--- config.mk ---
export PLATFORM = sky130hd
export DESIGN_NAME = ising_run_ctrl
export DESIGN_NICKNAME = d
export VERILOG_FILES = /design/src/rtl/ising_run_ctrl.sv
export SDC_FILE = /design/constraint.sdc
export NUM_CORES = 1
export LEC_CHECK = 0
export BUFFER_PORTS_ARGS = -buffer_cell sky130_fd_sc_hd__buf_2
export CORE_MARGIN = 2
export CORE_UTILIZATION = 40
export CTS_BUF_LIST = sky130_fd_sc_hd__clkbuf_4 sky130_fd_sc_hd__clkbuf_8
export CTS_CLUSTER_SIZE = 25
export DETAILED_ROUTE_END_ITERATION = 7
export HOLD_SLACK_MARGIN = 0.12
export PLACE_DENSITY = 0.7
export SYNTH_ARGS = -nofsm -noshare
export SYNTH_HDL_FRONTEND = slang
export SYNTH_SLANG_ARGS = --single-unit
export TNS_END_PERCENT = 10
--- constraint.sdc ---
create_clock -name clk -period 4.65 [get_ports clk]
set_clock_uncertainty 0.2 [all_clocks]
set_input_delay 0.2325 -clock clk [delete_from_list [all_inputs] [get_ports clk]]
set_output_delay 0.2325 -clock clk [all_outputs]
set_load 0.01 [all_outputs]
--- src/rtl/ising_run_ctrl.sv ---
// ============================================================================
//  Module      : ising_run_ctrl
//  Description : Sequences one anneal run of the coupled-cell oscillator
//                array. It arbitrates weight writes against run starts,
//                holds the oscillators in reset while the weights settle and
//                releases them for a programmed number of cycles. It then
//                majority-samples each spin's phase against spin 0 and
//                reports the result.
//  Revision    : 1.0 - initial release
// ============================================================================
`default_nettype none

module ising_run_ctrl #(
    parameter int N           = 8,
    parameter int ADDR_W      = 8,
    parameter int HOLD_CYCLES = 16,
    parameter int SAMPLE_LOG2 = 4,
    parameter int SYNC_STAGES = 2
) (
    input  logic              clk,
    input  logic              axi_rst,
    input  logic              wr_valid,
    output logic              wr_ready,
    input  logic [ADDR_W-1:0] wr_addr,
    input  logic              wr_vh,
    input  logic [31:0]       wr_data,
    input  logic              start_valid,
    output logic              start_ready,
    input  logic [31:0]       run_cycles,
    input  logic              abort,
    input  logic [N-1:0]      phase_in,
    output logic              ising_rstn,
    output logic              wready,
    output logic [ADDR_W-1:0] w_addr,
    output logic              w_vh,
    output logic [31:0]       w_data,
    output logic              busy,
    output logic              done,
    output logic              aborted,
    output logic [N-1:0]      spin
);

    localparam int c_HOLD_W = (HOLD_CYCLES > 1) ? $clog2(HOLD_CYCLES) : 1;
    localparam int c_CNT_W  = SAMPLE_LOG2 + 1;
    localparam logic [c_CNT_W-1:0] c_HALF = c_CNT_W'(1 << (SAMPLE_LOG2 - 1));

    typedef enum logic [2:0] {
        S_IDLE   = 3'd0,
        S_HOLD   = 3'd1,
        S_RUN    = 3'd2,
        S_SAMPLE = 3'd3,
        S_DONE   = 3'd4
    } state_t;

    state_t                  r_state;
    logic [c_HOLD_W-1:0]     r_hold_cnt;
    logic [31:0]             r_run_cnt;
    logic [SAMPLE_LOG2-1:0]  r_smp_cnt;
    logic [N-1:0]            r_sync [SYNC_STAGES];
    logic [c_CNT_W-1:0]      r_cnt  [N];

    logic                    w_idle;
    logic                    w_wr_acc;
    logic                    w_st_acc;
    logic [N-1:0]            w_ph;
    logic [N-1:0]            w_mis;
    logic [N-1:0]            w_spin_new;

    // Handshakes: writes win over starts; both are only taken in IDLE and
    // never while reset is asserted.
    assign w_idle      = (r_state == S_IDLE);
    assign wr_ready    = w_idle & ~axi_rst;
    assign start_ready = wr_ready & ~wr_valid;
    assign w_wr_acc    = wr_valid & wr_ready;
    assign w_st_acc    = start_valid & start_ready;

    // Phase synchronizer chain; nothing else samples phase_in directly.
    always_ff @(posedge clk or posedge axi_rst) begin
        if (axi_rst) begin
            for (int s = 0; s < SYNC_STAGES; s++) r_sync[s] <= '0;
        end else begin
            r_sync[0] <= phase_in;
            for (int s = 1; s < SYNC_STAGES; s++) r_sync[s] <= r_sync[s-1];
        end
    end

    assign w_ph  = r_sync[SYNC_STAGES-1];
    assign w_mis = w_ph ^ {N{w_ph[0]}};

    // Per-spin mismatch counters, live only in SAMPLE and zero elsewhere so
    // each window starts from a clean count.
    always_ff @(posedge clk or posedge axi_rst) begin
        if (axi_rst) begin
            for (int i = 0; i < N; i++) r_cnt[i] <= '0;
        end else begin
            for (int i = 0; i < N; i++) begin
                if (r_state == S_SAMPLE) r_cnt[i] <= r_cnt[i] + c_CNT_W'(w_mis[i]);
                else                     r_cnt[i] <= '0;
            end
        end
    end

    // Majority vote including the final SAMPLE cycle's mismatch; ties go to 0.
    always_comb begin
        w_spin_new = '0;
        for (int i = 1; i < N; i++) begin
            w_spin_new[i] = ((r_cnt[i] + c_CNT_W'(w_mis[i])) > c_HALF);
        end
    end

    // Run sequencer with all outputs registered alongside the state.
    always_ff @(posedge clk or posedge axi_rst) begin
        if (axi_rst) begin
            r_state    <= S_IDLE;
            r_hold_cnt <= '0;
            r_run_cnt  <= '0;
            r_smp_cnt  <= '0;
            ising_rstn <= 1'b0;
            wready     <= 1'b0;
            w_addr     <= '0;
            w_vh       <= 1'b0;
            w_data     <= '0;
            busy       <= 1'b0;
            done       <= 1'b0;
            aborted    <= 1'b0;
            spin       <= '0;
        end else begin
            wready  <= 1'b0;
            done    <= 1'b0;
            aborted <= 1'b0;
            case (r_state)
                S_IDLE: begin
                    if (w_wr_acc) begin
                        wready <= 1'b1;
                        w_addr <= wr_addr;
                        w_vh   <= wr_vh;
                        w_data <= wr_data;
                    end else if (w_st_acc) begin
                        r_run_cnt  <= run_cycles;
                        r_hold_cnt <= c_HOLD_W'(HOLD_CYCLES - 1);
                        r_state    <= S_HOLD;
                        busy       <= 1'b1;
                    end
                end
                S_HOLD: begin
                    if (abort) begin
                        r_state    <= S_IDLE;
                        ising_rstn <= 1'b0;
                        busy       <= 1'b0;
                        aborted    <= 1'b1;
                    end else if (r_hold_cnt == '0) begin
                        ising_rstn <= 1'b1;
                        r_smp_cnt  <= '0;
                        // A zero-length run goes straight to sampling.
                        r_state    <= (r_run_cnt == 32'd0) ? S_SAMPLE : S_RUN;
                    end else begin
                        r_hold_cnt <= r_hold_cnt - 1'b1;
                    end
                end
                S_RUN: begin
                    if (abort) begin
                        r_state    <= S_IDLE;
                        ising_rstn <= 1'b0;
                        busy       <= 1'b0;
                        aborted    <= 1'b1;
                    end else if (r_run_cnt == 32'd1) begin
                        r_smp_cnt <= '0;
                        r_state   <= S_SAMPLE;
                    end else begin
                        r_run_cnt <= r_run_cnt - 32'd1;
                    end
                end
                S_SAMPLE: begin
                    if (abort) begin
                        r_state    <= S_IDLE;
                        ising_rstn <= 1'b0;
                        busy       <= 1'b0;
                        aborted    <= 1'b1;
                    end else if (&r_smp_cnt) begin
                        r_state    <= S_DONE;
                        ising_rstn <= 1'b0;
                        done       <= 1'b1;
                        spin       <= w_spin_new;
                    end else begin
                        r_smp_cnt <= r_smp_cnt + 1'b1;
                    end
                end
                S_DONE: begin
                    r_state <= S_IDLE;
                    busy    <= 1'b0;
                end
                default: begin
                    r_state    <= S_IDLE;
                    ising_rstn <= 1'b0;
                    busy       <= 1'b0;
                end
            endcase
        end
    end

endmodule

`default_nettype wire

==> results.md, run 1 <==
- Final setup fails: 0
- Seq/Total Area, Yosys: 51.4%
- CTS Buf Count: 17
- Primary FF master, synth: dfrtp_1
- Seq pwr share: 43.8%
- Grt met3 use: 5.22%
- Async set-reset flop share out of synthesis: 100%
- Vias in the first global route: 5894
- CP required: 4.78 ns
- Mapped Cells: 692
- Initial Util: 41.1%
- Chip width: 138 um
- Fillcell total: 1586
- Die height: 138 um
- Synthesized Nets: 796
- Die area: 19000 um2
- Slew headroom: 27.9%
- Fmax: 294 MHz
- Routed WL: 17.5 mm
- Clock sink count: 147
- Gr usage total: 18.7%
- Routed WL per cell: 15.3 um
- Core ar.: 17400 um2
- Post-Syn Area: 7150 um2
- Met2 usage in global routing: 30.0%
- CTS root buffer: clkbuf_8
- Iter 0 DRT Violations: 432
- Min Tclk post-route: 3.41 ns
- Clock power frac: 22.7%
- Vias per inst: 5.35
- Routed via count: 6107
- Syn Area/Cell: 10.3 um2
- Sw Share: 35.7%
- # rows: 48
- Leak: 4.14 nW
- M1 GR Usage: 24.7%
- First-pass GRT wire length: 28.2 mm
- #FFs+latches synth: 147
- CP max FO: 18
- PortBufs: 140
- Synth cell types: 58
- Share of the synthesized area in the top cell type: 51.4%
- Post-synth EDFFs: 0
- Detailed Place HPWL: 11.0 mm
- Drt pass-1 iters: 5
- Worst hold margin: 0.149 ns
- Share of cells above drive strength 1: 26.0%
- Post-layout util: 53.3%
- Initial antenna violation count: 0
- Placed cell area: 8050 um2
- CP Class: register to register
- Detail Route Antenna Nets: 0
- Diodes inserted: 0
- Synth top area cells: dfrtp_1, mux2_2, o21ai_0
- Hold crit path type: input pin to asynchronous set/reset pin
- WP data arrival: 3.54 ns
- Final worst-path cycle share: 73.2%
- Layout Cells excl Fill: 1141
- Setup TNS: 0 ns
- Synthesis-to-layout area growth: 29.9%
- Unrepaired setup endpoints after global routing: false
- Max VDD drop: 0.331 mV
- Clock latency at the later pin of the worst-skew pair: 0.45 ns
- GR Overflow Total: 0
- Max-slew violation count: 0
- NetSw: 1.60 mW
- Final design instance area without fill: 9290 um2
- Top Usage Layer GRT: met2
- Largest net degree at the start of global routing: 64
- MaxCap Viol Count: 0
- Reg clk slew, reported paths: 0.08 ns
- Setup Buffers After CTS: 0
- Cell taking the most area after synthesis: dfrtp_1
- Internal: 2.87 mW
- DP Cell Count: 1026
- Final Hold Fails: 0
- Critical Path Source Type: register
- # resized after CTS: 0
- GPL Wtd Cong: 0.836
- H-tree lvl count: 4
- # nets final: 1008
- # IOs: 142
- DRC errors left: 0
- Power Dens Cells: 481 nW/um2
- CTS tree: done
- Gate power share: 33.5%
- Yosys Warn Count: 0
- Worst setup EP type: register
- Worst-margin pin slew: 1.08 ns
- Count of hold buffers inserted by post-cts repair: 84
- Deepest clock path buffer count: 2
- Outcome: finished, final reports clean
[synthesized netlist by cell type (9+ instances only)]
cell / count
clkbuf_1: 32
o31ai_1: 12
a31oi_1: 11
ha_1: 18
nor3_1: 19
or3_1: 14
dfrtp_1: 147
nor4_1: 13
and2_1: 14
mux2_2: 45
inv_1: 9
nor2_1: 64
nand3_1: 20
xor2_1: 23
o21ai_0: 63
nand2_1: 39
a21oi_1: 41
[power by group through the flow]
stage	Combinational (mW)	Sequential [mW]	Clock, mW
finish	1.50	1.96	1.01
global route	1.66	2.01	1.10
CTS	1.49	1.94	1.05
detailed placement	1.43	1.96	0
global placement	1.42	1.94	0
floorplan	0.906	1.99	0
[path summary, 6_finish.rpt]
| path | from | slack [ns] | end | depth (start not counted) |
|---|---|---|---|---|
| worst max-delay path | r_run_cnt[6] | 1.24 | r_run_cnt[31] | 5 |
| worst min-delay path | axi_rst | 0.15 | w_data[11] | 3 |
| worst max register to register | r_run_cnt[6] | 1.24 | r_run_cnt[31] | 5 |
| worst min register to register | r_sync[15] | 0.15 | w_ph[7] | 0 |
| max in group asynchronous | axi_rst | 3.02 | r_cnt[34] | 4 |
| min in group clk | r_sync[15] | 0.15 | w_ph[7] | 0 |
[layout make-up]
cell class / instances / area, um2 / share of cell area, %
flip-flops and latches: 147 / 3680 / 39.6
multi-input cells: 498 / 3300 / 35.5
repair buffers: 231 / 1590 / 17.2
clock buffers: 22 / 297 / 3.19
well taps: 225 / 282 / 3.03
clock inverters: 9 / 104 / 1.12
inverters: 9 / 38.8 / 0.418
[logic make-up (layout without fill, tap and decap cells)]
family,after synthesis,count (layout),synth area share (%)
and+or+nand+nor,222,222,16.1
AOI/OAI and AO/OA,180,180,15.7
DFF,147,147,51.4
buffers and inverters,47,271,2.54
muxes,46,46,7.23
xor gates and xnor gates,31,31,3.80
adders and majority gates,18,18,3.15
other,1,1,0.0524
[worst max-delay path, stage by stage (launching register included)]
cell and delay, ns:
dfrtp_1 0.41, or4_4 0.63, nor4_2 0.58, and4_1 0.73, nor2_1 0.35, a221o_1 0.38
[state kept, by name (all words and copies together) (netlist names), 4 cells and up]
register    count
w_addr          8
w_data         32
r_run_cnt      32
w_ph            8
spin            7
r_hold_cnt      4
r_sync          8
r_smp_cnt       4
r_cnt          35
[cell usage in the layout (no fill, tap or decap), types with 11 or more instances in the layout]
cell,count
xor2_1,23
or3_1,14
clkbuf_8,21
o31ai_1,12
mux2_2,45
nand3_1,20
a21oi_1,41
o21ai_0,63
ha_1,18
dfrtp_1,147
nand2_1,39
a31oi_1,11
buf_2,140
dlygate4sd3_1,84
and2_1,14
nor4_1,13
nor3_1,19
nor2_1,64
[metrics by stage]
step                setup slack, ns  power [mW]
finish                         1.24        4.47
global route                   1.09        4.77
CTS                            1.26        4.48
detailed placement             1.29        3.39
global placement               1.37        3.36
floorplan                     0.266        2.90
[routing by layer]
metal,up-vias,routed length (um)
met4,0,260
met2,196,8500
met3,22,1090
met5,-,0
li1,2954,-
met1,2935,7610
(Power assumes the default switching activity.)
==> run 2: changes to the inputs <==
==> constraint.sdc (replaced) <==
create_clock -name clk -period 3.1 [get_ports clk]
set_clock_uncertainty 0.2 [all_clocks]
set_input_delay 0.155 -clock clk [delete_from_list [all_inputs] [get_ports clk]]
set_output_delay 0.155 -clock clk [all_outputs]
set_load 0.01 [all_outputs]
==> results.md, run 2 (synthesized netlist as in run 1, its figures left out) <==
- Outcome: finished, final reports clean (unchanged)
- Die height: 138 um (unchanged)
- Unrepaired setup endpoints after global routing: false (unchanged)
- Routed WL: 18.7 mm (was 17.5 mm)
- Worst setup EP type: register (unchanged)
- Deepest clock path buffer count: 2 (unchanged)
- Reg clk slew, reported paths: 0.09 ns (was 0.08 ns)
- H-tree lvl count: 4 (unchanged)
- Core ar.: 17400 um2 (unchanged)
- Setup TNS: 0 ns (unchanged)
- Chip width: 138 um (unchanged)
- GR Overflow Total: 0 (unchanged)
- Sw Share: 36.2% (was 35.7%)
- CTS tree: done (unchanged)
- # nets final: 1037 (was 1008)
- Vias in the first global route: 6337 (was 5894)
- Biggest regs: r_cnt: 35 flops, r_run_cnt: 32 flops, w_data: 32 flops (unchanged)
- First-pass GRT wire length: 30.4 mm (was 28.2 mm)
- Most common cell after layout, fill and taps aside: dfrtp_1 (unchanged)
- Final setup fails: 0 (unchanged)
- CP max FO: 17 (was 18)
- Buf/Inv on CP: 4 (was 0)
- FF-to-FF setup slack: 0.25 ns (was 1.24 ns)
- DRC errors left: 0 (unchanged)
- Worst Hold End: w_ph[1]
- GPL Wtd Cong: 0.851 (was 0.836)
- Vias per inst: 5.37 (was 5.35)
- Critical Path Source Type: input pin (was register)
- NetSw: 2.51 mW (was 1.60 mW)
- Power Dens Cells: 724 nW/um2 (was 481 nW/um2)
- Internal: 4.42 mW (was 2.87 mW)
- Fmax: 337 MHz
- Fillcell total: 1573 (was 1586)
- Detail Route Antenna Nets: 0 (unchanged)
- Gr usage total: 20.4% (was 18.7%)
- Worst path slowest cell: dlygate4sd3_1 (was and4_1)
- Share of cells above drive strength 1: 27.6% (was 26.0%)
- CP required: 3.23 ns (was 4.78 ns)
- Iter 0 DRT Violations: 385 (was 432)
- # IOs: 142 (unchanged)
- CP Class: input pin to register (was register to register)
- Synthesis-to-layout area growth: 33.9% (was 29.9%)
- R2r startpoint: r_run_cnt[8] (was r_run_cnt[6])
- Gate power share: 35.0% (was 33.5%)
- Clock latency at the later pin of the worst-skew pair: 0.47 ns (was 0.45 ns)
- Max VDD drop: 0.425 mV (was 0.331 mV)
- Initial antenna violation count: 1 (was 0)
- Clock power frac: 23.2% (was 22.7%)
- Hold Path Origin: r_sync[9]
- Post-layout worst setup margin: 0.129 ns (was 1.24 ns)
- CTS root buffer: clkbuf_8 (unchanged)
- Largest net degree at the start of global routing: 51 (was 64)
- PortBufs: 140 (unchanged)
- Initial Util: 41.1% (unchanged)
- Biggest register: r_cnt (unchanged)
- WP data arrival: 3.10 ns (was 3.54 ns)
- Detailed Place HPWL: 11.6 mm (was 11.0 mm)
- MaxCap Viol Count: 0 (unchanged)
- Cells along the critical path: dlygate4sd3_1 -> buf_2 -> or3b_2 -> dlygate4sd3_1 -> or2_2 -> and4_1 -> buf_4 -> o21ai_0 -> o21ai_0 (was or4_4 -> nor4_2 -> and4_1 -> nor2_1 -> a221o_1)
- Drt pass-1 iters: 7 (was 5)
- # rows: 48 (unchanged)
- R2R Path End: r_run_cnt[31] (unchanged)
- Commonest non-fill, non-tap cells in the layout: dfrtp_1, buf_2, dlygate4sd3_1 (unchanged)
- Hold path depth: 0
- Slew headroom: 55.9% (was 27.9%)
- Routed via count: 6290 (was 6107)
- Final Hold Fails: 0 (unchanged)
- Seq pwr share: 41.9% (was 43.8%)
- Largest register FFs: 35 (unchanged)
- Max-slew violation count: 0 (unchanged)
- Largest delay share family, worst path: buffers and inverters (was simple AND/OR/NAND/NOR gates)
- Die area: 19000 um2 (unchanged)
- Setup slack at placement: 0.282 ns (was 1.29 ns)
- CTS Buf Count: 17 (unchanged)
- Setup Buffers After CTS: 0 (unchanged)
- Largest incremental delay on the critical path: 0.62 ns (was 0.73 ns)
- Hold crit path type: register to register (was input pin to asynchronous set/reset pin)
- Routed WL per cell: 15.9 um (was 15.3 um)
- Worst-margin pin slew: 0.646 ns (was 1.08 ns)
- Leak: 4.27 nW (was 4.14 nW)
- Min Tclk post-route: 2.97 ns
- Cell depth of the worst flop-to-flop path: 5 (unchanged)
- Final worst-path cycle share: 95.8%
- Clock sink count: 147 (unchanged)
[run 2: cell count changes in the layout (fill, tap and decap cells not counted), sizes merged, moves of 3 or more]
cell / delta
dlygate4sd3: +8
clkinvlp: +3
buf: +21
clkbuf: -4
[run 2: power by group through the flow]
stage          sequential, mW  clock, mW  combinational (mW)
3_3_place_gp             2.88          0                2.27
6_report                 2.90       1.61                2.42
4_1_cts                  2.88       1.66                2.40
5_1_grt                  2.98       1.75                2.67
3_5_place_dp             2.91          0                2.30
2_1_floorplan            2.99          0                1.36
[run 2: per-layer routing]
metal / vias up / track usage, % / wire [um]
met2: 201 / 34.5 / 9320
met1: 3038 / 26.0 / 8120
met3: 29 / 4.86 / 989
met4: 0 / 6.18 / 257
met5: - / 0 / 0
li1: 3022 / - / -
[run 2: timing repair]
| action | in CTS | in global routing |
|---|---|---|
| hold buffers | 92 | 0 |
| endpoints found under the setup margin | 0 | 4 |
| gates resized for setup | 0 | 1 |
| endpoints found under the hold margin | 238 | 0 |
[run 2: worst max-delay path by stage]
stage	startpoint	cells after the start	to	slack [ns]
global placement	r_run_cnt[8]	5	r_run_cnt[31]	0.31
finish	axi_rst	9	r_run_cnt[11]	0.13
CTS	axi_rst	9	r_run_cnt[17]	0.07
floorplan	r_run_cnt[8]	6	r_run_cnt[31]	0.29
detailed placement	r_run_cnt[8]	5	r_run_cnt[31]	0.28
global route	axi_rst	9	r_run_cnt[11]	0.01
[run 2: area by class of cell]
cell class | count | area (um2) | share of cell area [%]
Sequential cell | 147 | 3680 | 38.4
Timing Repair Buffer | 260 | 1840 | 19.3
Clock buffer | 18 | 248 | 2.59
Multi-Input combinational cell | 498 | 3300 | 34.5
Inverter | 9 | 37.5 | 0.392
Tap cell | 225 | 282 | 2.94
Antenna cell | 1 | 2.50 | 0.0261
Clock inverter | 14 | 181 | 1.90
[run 2: metrics by stage]
stage	hold slack [ns]	area, um2	util (%)	std cells	total power [mW]
after floorplan	-0.0136	7150	-	692	4.35
after global placement	0.0627	8220	47.2	1047	5.15
after detailed placement	0.0644	8220	47.2	1047	5.21
after CTS	0.130	9570	54.9	1171	6.94
after global routing	0.149	9570	55.0	1172	7.40
final	0.153	9570	55.0	1172	6.93
==> run 3: changes to the inputs <==
--- a/config.mk
+++ b/config.mk
@@ -6,7 +6,6 @@
 export NUM_CORES = 1
 export LEC_CHECK = 0
 export BUFFER_PORTS_ARGS = -buffer_cell sky130_fd_sc_hd__buf_2
-export CORE_MARGIN = 2
 export CORE_UTILIZATION = 40
 export CTS_BUF_LIST = sky130_fd_sc_hd__clkbuf_4 sky130_fd_sc_hd__clkbuf_8
 export CTS_CLUSTER_SIZE = 25
==> results.md, run 3 (synthesized netlist as in run 1, its figures left out) <==
- R2R Path End: r_run_cnt[31] (unchanged)
- Cell depth of the worst flop-to-flop path: 5 (unchanged)
- Max VDD drop: 0.504 mV (was 0.425 mV)
- Core ar.: 17400 um2 (about the same)
- Worst-margin pin slew: 0.781 ns (was 0.646 ns)
- Deepest clock path buffer count: 2 (unchanged)
- NetSw: 2.49 mW (was 2.51 mW)
- H-tree lvl count: 4 (unchanged)
- Final worst-path cycle share: 91.6% (was 95.8%)
- Detailed Place HPWL: 11.0 mm (was 11.6 mm)
- Vias per inst: 5.35 (was 5.37)
- Drt pass-1 iters: 5 (was 7)
- Commonest non-fill, non-tap cells in the layout: dfrtp_1, buf_2, dlygate4sd3_1 (unchanged)
- CTS tree: done (unchanged)
- Share of cells above drive strength 1: 27.3% (was 27.6%)
- Min Tclk post-route: 2.84 ns (was 2.97 ns)
- Placed cell area: 8200 um2 (was 8220 um2)
- Internal: 4.28 mW (was 4.42 mW)
- Routed WL per cell: 15.2 um (was 15.9 um)
- PortBufs: 140 (unchanged)
- Biggest register: r_cnt (unchanged)
- # resized after CTS: 0 (unchanged)
- Setup TNS: 0 ns (unchanged)
- CP max FO: 6 (was 17)
- # rows: 48 (unchanged)
- Post-layout util: 54.5% (was 55.0%)
- Largest register FFs: 35 (unchanged)
- First-pass GRT wire length: 28.9 mm (was 30.4 mm)
- CTS root buffer: clkbuf_8 (unchanged)
- # nets final: 1028 (was 1037)
- Outcome: finished, final reports clean (unchanged)
- Seq pwr share: 42.8% (was 41.9%)
- Fillcell total: 1506 (was 1573)
- Post-layout worst setup margin: 0.259 ns (was 0.129 ns)
- Worst setup EP type: register (unchanged)
- Slew headroom: 47.8% (was 55.9%)
- Unrepaired setup endpoints after global routing: false (unchanged)
- # IOs: 142 (unchanged)
- Die area: 18400 um2 (was 19000 um2)
- Reg clk slew, reported paths: 0.09 ns (about the same)
- Detail Route Antenna Nets: 0 (unchanged)
- DRC errors left: 0 (unchanged)
- R2r startpoint: r_run_cnt[8] (unchanged)
- Largest net degree at the start of global routing: 94 (was 51)
- CTS Buf Count: 17 (unchanged)
- Gr usage total: 19.8% (was 20.4%)
- Routed via count: 6219 (was 6290)
- Routed WL: 17.7 mm (was 18.7 mm)
- FF-to-FF setup slack: 0.26 ns (was 0.25 ns)
- Iter 0 DRT Violations: 314 (was 385)
- GR Overflow Total: 0 (unchanged)
- Clock latency at the later pin of the worst-skew pair: 0.45 ns (was 0.47 ns)
- Most common cell after layout, fill and taps aside: dfrtp_1 (unchanged)
- Final setup fails: 0 (unchanged)
- Initial antenna violation count: 0 (was 1)
- Initial Util: 41.2% (was 41.1%)
- Chip width: 136 um (was 138 um)
- Sw Share: 36.8% (was 36.2%)
- CP required: 3.23 ns (about the same)
- Die height: 136 um (was 138 um)
- Vias in the first global route: 6040 (was 6337)
- Gate power share: 35.4% (was 35.0%)
- Power Dens Cells: 716 nW/um2 (was 724 nW/um2)
- Final design instance area without fill: 9460 um2 (was 9570 um2)
- Diodes inserted: 0 (was 1)
- Final Hold Fails: 0 (unchanged)
- WP data arrival: 2.98 ns (was 3.10 ns)
- Leak: 4.23 nW (was 4.27 nW)
- MaxCap Viol Count: 0 (unchanged)
- Clock sink count: 147 (unchanged)
- Clock power frac: 21.8% (was 23.2%)
- Setup slack at placement: 0.294 ns (was 0.282 ns)
- Setup Buffers After CTS: 0 (unchanged)
- Critical Path Source Type: register (was input pin)
- Biggest regs: r_cnt: 35 flops, r_run_cnt: 32 flops, w_data: 32 flops (unchanged)
- Synthesis-to-layout area growth: 32.3% (was 33.9%)
- GPL Wtd Cong: 0.888 (was 0.851)
- Fmax: 352 MHz (was 337 MHz)
- CP Class: register to register (was input pin to register)
- Max-slew violation count: 0 (unchanged)
- Hold crit path type: input pin to asynchronous set/reset pin (was register to register)
-- run 3: layout make-up --
cell class / count / area (um2) / share of cell area [%]
Clock inverter: 13 / 126 / 1.34
Multi-Input combinational cell: 498 / 3300 / 34.8
Clock buffer: 19 / 262 / 2.76
Sequential cell: 147 / 3680 / 38.9
Tap cell: 225 / 282 / 2.98
Inverter: 9 / 37.5 / 0.397
Timing Repair Buffer: 251 / 1780 / 18.8
-- run 3: metrics by stage --
step	std cells	hold WS, ns	power (mW)
6_report	1162	0.138	6.77
3_5_place_dp	1043	0.0646	5.18
4_1_cts	1161	0.120	6.77
5_1_grt	1162	0.121	7.25
3_3_place_gp	1043	0.0638	5.12
2_1_floorplan	692	-0.0136	4.35
-- run 3: metal layers --
metal	vias up	GRT usage (%)	part of all wire [%]
met5	-	0	0
met1	2990	25.0	43
met3	25	5.80	6.2
li1	2993	-	-
met4	0	6.93	1.7
met2	211	32.2	49
-- run 3: power by group through the flow --
stage | Sequential [mW] | Clock (mW) | Combinational, mW
6_report | 2.90 | 1.47 | 2.40
5_1_grt | 2.98 | 1.62 | 2.64
4_1_cts | 2.88 | 1.52 | 2.38
3_5_place_dp | 2.91 | 0 | 2.27
3_3_place_gp | 2.88 | 0 | 2.24
2_1_floorplan | 2.99 | 0 | 1.36
-- run 3: how the worst max path moves through the flow --
stage                       from             to  slack (ns)  cells past startpoint
detailed placement  r_run_cnt[8]  r_run_cnt[31]        0.29                      5
global placement    r_run_cnt[8]  r_run_cnt[31]        0.31                      5
global route        r_run_cnt[4]  r_run_cnt[25]        0.21                      6
floorplan           r_run_cnt[8]  r_run_cnt[31]        0.29                      6
finish              r_run_cnt[8]  r_run_cnt[31]        0.26                      5
CTS                 r_run_cnt[8]  r_run_cnt[31]        0.27                      5
-- run 3: worst max-delay path: stages, from the launching register on --
cell and delay [ns]:
dfrtp_1 0.43, or4_4 0.59, or4_1 0.59, or3_4 0.37, o311a_1 0.29, a221o_1 0.25
-- run 3: timing repair --
action / CTS / global route
endpoints found under the hold margin: 221 / 1
hold buffers: 86 / 1
setup endpoints to repair: 0 / 0
